===== src/rtl/pipeline_hazard_ctrl.sv =====
// -----------------------------------------------------------------------------
// pipeline_hazard_ctrl
//
// Hazard / freeze / flush controller for a five-stage in-order pipeline.
// Keeps shadow copies of the EXE and MEM stage control fields. From them and
// the instruction in ID it decides whether ID must stall (data hazard),
// whether the whole pipeline must freeze (data memory wait), and whether
// IF/ID must be squashed (taken branch).
//
// Ports
//   clk            rising-edge clock
//   rst            asynchronous, active-high reset
//   id_valid       ID holds a real instruction (0 = bubble)
//   src1, src2     ID source registers
//   Two_src        src2 is a real operand
//   id_wb_en       ID instruction writes a register
//   id_mem_r_en    ID instruction is a load
//   id_mem_w_en    ID instruction is a store
//   id_dest        ID destination register
//   forward_en     forwarding unit active (quasi-static)
//   branch_taken   EXE resolved a taken branch this cycle
//   mem_ready      data memory completes the current access this cycle
//   hazard         stall IF/ID, ID issues a bubble
//   freeze         hold every pipeline register (memory wait)
//   flush          squash IF/ID contents
//   mem_req        MEM slot requests a memory access
//   state          0 = RUN, 1 = MEM_WAIT
//   stall_cnt      saturating count of cycles with hazard or freeze asserted
//
// hazard, freeze, flush and mem_req are combinational: freeze must act in the
// same cycle the memory reports it is not ready, so they cannot be delayed.
// They derive from registered slot state, so they are all 0 while reset is
// held (flush is additionally gated by rst, as branch_taken is a raw input).
// -----------------------------------------------------------------------------
module pipeline_hazard_ctrl (
    input  logic        clk,
    input  logic        rst,
    input  logic        id_valid,
    input  logic [3:0]  src1,
    input  logic [3:0]  src2,
    input  logic        Two_src,
    input  logic        id_wb_en,
    input  logic        id_mem_r_en,
    input  logic        id_mem_w_en,
    input  logic [3:0]  id_dest,
    input  logic        forward_en,
    input  logic        branch_taken,
    input  logic        mem_ready,
    output logic        hazard,
    output logic        freeze,
    output logic        flush,
    output logic        mem_req,
    output logic        state,
    output logic [15:0] stall_cnt
);

    typedef enum logic {
        ST_RUN      = 1'b0,
        ST_MEM_WAIT = 1'b1
    } state_t;

    typedef struct packed {
        logic       valid;
        logic       wb_en;
        logic       mem_r_en;
        logic       mem_w_en;
        logic [3:0] dest;
    } slot_t;

    slot_t       exe_r;
    slot_t       mem_r;
    slot_t       id_slot_s;
    state_t      state_r;
    logic [15:0] stall_cnt_r;

    logic        exe_match_s;
    logic        mem_match_s;
    logic        hazard_raw_s;
    logic        hazard_s;
    logic        freeze_s;
    logic        flush_s;
    logic        mem_req_s;
    logic        issue_s;

    // True when a valid, register-writing slot produces a value ID reads.
    function automatic logic src_match(input slot_t slot,
                                       input logic [3:0] s1,
                                       input logic [3:0] s2,
                                       input logic two);
        return slot.valid & slot.wb_en &
               ((s1 == slot.dest) | (two & (s2 == slot.dest)));
    endfunction

    // Hazard, freeze, flush and memory request decode.
    always_comb begin
        id_slot_s    = '{valid: id_valid, wb_en: id_wb_en, mem_r_en: id_mem_r_en,
                         mem_w_en: id_mem_w_en, dest: id_dest};
        exe_match_s  = src_match(exe_r, src1, src2, Two_src);
        mem_match_s  = src_match(mem_r, src1, src2, Two_src);
        mem_req_s    = mem_r.valid & (mem_r.mem_r_en | mem_r.mem_w_en);
        freeze_s     = mem_req_s & ~mem_ready;
        flush_s      = branch_taken & ~freeze_s & ~rst;
        hazard_raw_s = 1'b0;
        if (forward_en) begin
            // Forwarding covers everything except a load feeding the next op.
            hazard_raw_s = id_valid & exe_match_s & exe_r.mem_r_en;
        end else begin
            hazard_raw_s = id_valid & (exe_match_s | mem_match_s);
        end
        // A flush squashes the ID instruction anyway, and a freeze holds it.
        hazard_s     = hazard_raw_s & ~flush_s & ~freeze_s & ~rst;
        issue_s      = id_valid & ~hazard_s & ~flush_s;
    end

    // EXE and MEM shadow slots advance unless the pipeline is frozen.
    always_ff @(posedge clk or posedge rst) begin
        if (rst) begin
            exe_r <= '0;
            mem_r <= '0;
        end else if (!freeze_s) begin
            mem_r <= exe_r;
            if (issue_s) begin
                exe_r <= id_slot_s;
            end else begin
                exe_r <= '0;
            end
        end else begin
            exe_r <= exe_r;
            mem_r <= mem_r;
        end
    end

    // RUN / MEM_WAIT tracker; a single-cycle access never raises freeze.
    always_ff @(posedge clk or posedge rst) begin
        if (rst) begin
            state_r <= ST_RUN;
        end else begin
            case (state_r)
                ST_RUN: begin
                    if (freeze_s) begin
                        state_r <= ST_MEM_WAIT;
                    end else begin
                        state_r <= ST_RUN;
                    end
                end
                ST_MEM_WAIT: begin
                    if (mem_ready) begin
                        state_r <= ST_RUN;
                    end else begin
                        state_r <= ST_MEM_WAIT;
                    end
                end
                default: state_r <= ST_RUN;
            endcase
        end
    end

    // Saturating stall cycle counter.
    always_ff @(posedge clk or posedge rst) begin
        if (rst) begin
            stall_cnt_r <= 16'h0000;
        end else if ((hazard_s | freeze_s) && (stall_cnt_r != 16'hFFFF)) begin
            stall_cnt_r <= stall_cnt_r + 16'h0001;
        end else begin
            stall_cnt_r <= stall_cnt_r;
        end
    end

    assign hazard    = hazard_s;
    assign freeze    = freeze_s;
    assign flush     = flush_s;
    assign mem_req   = mem_req_s;
    assign state     = state_r;
    assign stall_cnt = stall_cnt_r;

endmodule


===== config.mk =====
export PLATFORM = sky130hd
export DESIGN_NAME = pipeline_hazard_ctrl
export DESIGN_NICKNAME = d
export VERILOG_FILES = /design/src/rtl/pipeline_hazard_ctrl.sv
export SDC_FILE = /design/constraint.sdc
export NUM_CORES = 1
export LEC_CHECK = 0
export ABC_AREA = 1
export CORE_ASPECT_RATIO = 0.8
export CORE_MARGIN = 4
export CORE_UTILIZATION = 35
export CTS_BUF_LIST = sky130_fd_sc_hd__clkbuf_16
export CTS_CLUSTER_DIAMETER = 30
export DETAILED_ROUTE_END_ITERATION = 6
export GPL_TIMING_DRIVEN = 1
export PLACE_DENSITY = 0.7
export SYNTH_ARGS = -nofsm -noshare
export SYNTH_HDL_FRONTEND = slang
export SYNTH_SLANG_ARGS = --single-unit

===== constraint.sdc =====
create_clock -name clk -period 5.15 [get_ports clk]
set_input_delay 1.03 -clock clk [delete_from_list [all_inputs] [get_ports clk]]
set_output_delay 1.03 -clock clk [all_outputs]
set_load 0.1 [all_outputs]

==> summary.md <==
| Metric | Value |
|---|---|
| # setup viols final | `0` |
| # H-tree levels | `2` |
| Slew Limit Fails | `0` |
| Wire per inst | `11.7 um` |
| Fin crit share | `81.1%` |
| Clock network fraction of design power | `33.5%` |
| Combinational share of power | `between 20% and 30%` |
| HP Class | `register to register` |
| Slowest CP cell | `clkdlybuf4s50_1` |
| CP Cell Sequence | `clkdlybuf4s50_1, inv_1, nand2_4, clkinv_1, clkdlybuf4s50_1` |
| Clk root buf | `clkbuf_16` |
| Vert. Die Dim | `75.4 um` |
| CTS tree | `done` |
| Post_cts resized | `0` |
| Global route overflow | `0` |
| Pin count of the biggest net entering global routing | `35` |
| Post-synthesis sequential area ratio | `a little over two fifths` |
| P_sw | `0.296 mW` |
| Site Rows | `24` |
| Core ar. | `5470 um2` |
| Die area | `6950 um2` |
| Vias in the first global route | `1594` |
| RSZ-0062 raised after global routing | `no` |
| Met1 usage | `19.8%` |
| Synth Instances | `266` |
| Total Routing Usage GR | `between 10% and 20%` |
| First-pass DRT Iterations | `4` |
| Status | `finished clean` |
| Synth Area per Inst | `7.46 um2` |
| GRT busiest layer | `met2` |
| CTS sink count | `33` |
| DRC | `0` |
| Layout Nets | `334` |
| I/O pin cnt | `43` |
| CP bufs+invs | `4` |
| Die width | `92.2 um` |
| Pre-CTS WS | `958 ps` |
| Final hold viol count | `0` |
| Max Fclk | `approximately 240 MHz` |
| Clk_lat worst skew | `270 ps` |
| Crit Path Max Fanout | `27` |
| CP dominant cell by count | `clkdlybuf4s50_1` |
| Slew @ Worst Pin | `between 900 and 1000 ps` |
| Ys Warns | `0` |
| WS Path Type | `input pin to output pin` |
| Clock Path Buffers | `2` |
| PortBufs | `42` |
| Distinct cells, synth | `23` |
| Total number of vias | `1748` |
| Total internal power | `about 0.53 mW` |
| Yosys reg bits | `33` |
| Post-Syn Nets | `289` |
| WP data arrival | `3140 ps` |
| Crit end category | `output pin` |
| Global routing met3 resource utilization | `3.16%` |
| Worst vdd ir | `about 0.35 mV` |
| Tot Pwr | `0.822 mW` |
| Post-DP HPWL | `3410 um` |
| Worst relative slew slack | `34.3%` |
| Top delay family on crit path | `buffers and inverters` |
| Reg clk slew, reported paths | `50 ps` |
| Switching Fraction | `36.0%` |
| GRT met2 Usage | `20.6%` |
| Sequential power share | `between 30 and 40%` |
| First-pass GRT wire length | `7500 um` |
| Static Leak | `about 1.3 nW` |
| Number of DRC markers in iteration 0 | `around 130` |
| Post-CTS Hold Fix Bufs | `0` |
| Setup TNS | `0 ps` |
| Number of buffers created by CTS | `5` |
| Worst setup SP type | `input pin` |
| Synth Cell Area | `1980 um2` |
| Initial antenna violation count | `0` |
| Critical Path RT | `4120 ps` |
| Layout cells sized above 1 | `6.73%` |
| Layout area overhead | `30.9%` |
| Total routed wirelength | `4550 um` |
| Number of setup buffers added after CTS | `0` |
| Ant diodes | `0` |
| Slowest Stage Delay on Critical Path | `1040 ps` |
| Via/cell ratio | `about 4.5` |
| Power density cells | `317 nW/um2` |
| Final WS setup | `a little under 1000 ps` |
| Routability cong. | `0.833` |
| Clock skew | `3.70 ps` |
| Starting density of the core | `36.3%` |
| Period minus WS final | `4170 ps` |
| Detail Route Antenna Nets | `0` |
| Max-Cap Viols | `0` |
-- cells by family (layout without fill, tap and decap cells) --
| kind of cell | count (synthesis) | in the layout | synth area share [%] |
|---|---|---|---|
| buffers and inverters | 37 | 83 | 8.32 |
| DFF | 33 | 33 | 41.6 |
| adders and majority gates | 1 | 1 | 0.630 |
| AOI/OAI and AO/OA | 9 | 9 | 2.52 |
| xor gates and xnor gates | 20 | 20 | 8.83 |
| and+or+nand+nor | 166 | 166 | 38.1 |
-- cell usage after synthesis, drive strengths merged --
| master | count | area [um2] |
|---|---|---|
| nand3 | 23 | 115 |
| o21ai | 6 | 30.0 |
| nand4 | 10 | 62.6 |
| o22ai | 1 | 6.26 |
| buf | 3 | 37.5 |
| nor2 | 17 | 68.8 |
| inv | 31 | 116 |
| nor4 | 1 | 6.26 |
| nand2 | 110 | 478 |
| nor3 | 5 | 25.0 |
| a21oi | 2 | 13.8 |
| clkbuf | 2 | 7.51 |
| ha | 1 | 12.5 |
| dfrtp | 33 | 826 |
| clkinv | 1 | 3.75 |
| xnor2 | 6 | 52.6 |
| xor2 | 14 | 123 |
-- per-stage QoR --
| step | util [%] | instances | cell area (um2) | hold WS, ps |
|---|---|---|---|---|
| after floorplan | - | 266 | 1980 | 448 |
| after global placement | 45.0 | 382 | 2460 | 464 |
| after detailed placement | 45.0 | 382 | 2460 | 471 |
| after CTS | 47.5 | 390 | 2600 | 485 |
| after global routing | 47.5 | 390 | 2600 | 515 |
| final | 47.5 | 390 | 2600 | 481 |
-- state kept, by name, indices dropped and copies added (netlist names) --
register   count
stall_cnt     16
exe_r          8
mem_r          8
state          1
-- power groups by stage --
stage | sequential, mW | combinational (mW) | clock, mW
2_1_floorplan | 0.397 | 0.0879 | 0
3_3_place_gp | 0.312 | 0.237 | 0
3_5_place_dp | 0.312 | 0.240 | 0
4_1_cts | 0.308 | 0.241 | 0.281
5_1_grt | 0.312 | 0.256 | 0.294
6_report | 0.308 | 0.239 | 0.275
-- tightest hold or removal path, delay by kind of cell, from the launching register on --
family	cells	cell delay, ps
flip-flops	1	340
AND/OR/NAND/NOR	2	100
-- path summary, 6_finish.rpt --
check | slack, ps | start | cells after the start | endpoint
max in group asynchronous | 3620 | rst | 3 | stall_cnt[7]$_DFFE_PP0P_
worst max-delay path | 980 | mem_ready | 5 | freeze
min in group asynchronous | 1230 | rst | 3 | stall_cnt[6]$_DFFE_PP0P_
worst min-delay path | 480 | state$_DFF_PP0_ | 2 | state$_DFF_PP0_
worst max register to register | 3350 | stall_cnt[0]$_DFFE_PP0P_ | 9 | stall_cnt[13]$_DFFE_PP0P_
worst min register to register | 480 | state$_DFF_PP0_ | 2 | state$_DFF_PP0_
-- metal layers --
layer  up-vias  share of wire (%)
li1        920                  -
met1       803                 51
met2        20                 46
met3         5                2.4
met4         0                1.0
met5         -                  0
-- placed cells by master (no fill, tap or decap), drive strengths merged --
master           n
a21oi            2
nor4             1
clkinv           4
nor3             5
xnor2            6
nand3           23
dfrtp           33
clkdlybuf4s50   40
nand4           10
o21ai            6
clkbuf           5
inv             31
buf              3
ha               1
xor2            14
nand2          110
o22ai            1
nor2            17
-- area by class of cell --
type	count	area, um2
Clock buffer	5	125
Clock inverter	3	12.5
Fill cell	547	2870
Inverter	32	120
Multi-Input combinational cell	196	993
Sequential cell	33	826
Tap cell	78	97.6
Timing Repair Buffer	43	423
No activity file was read; power rests on OpenSTA's default activity.
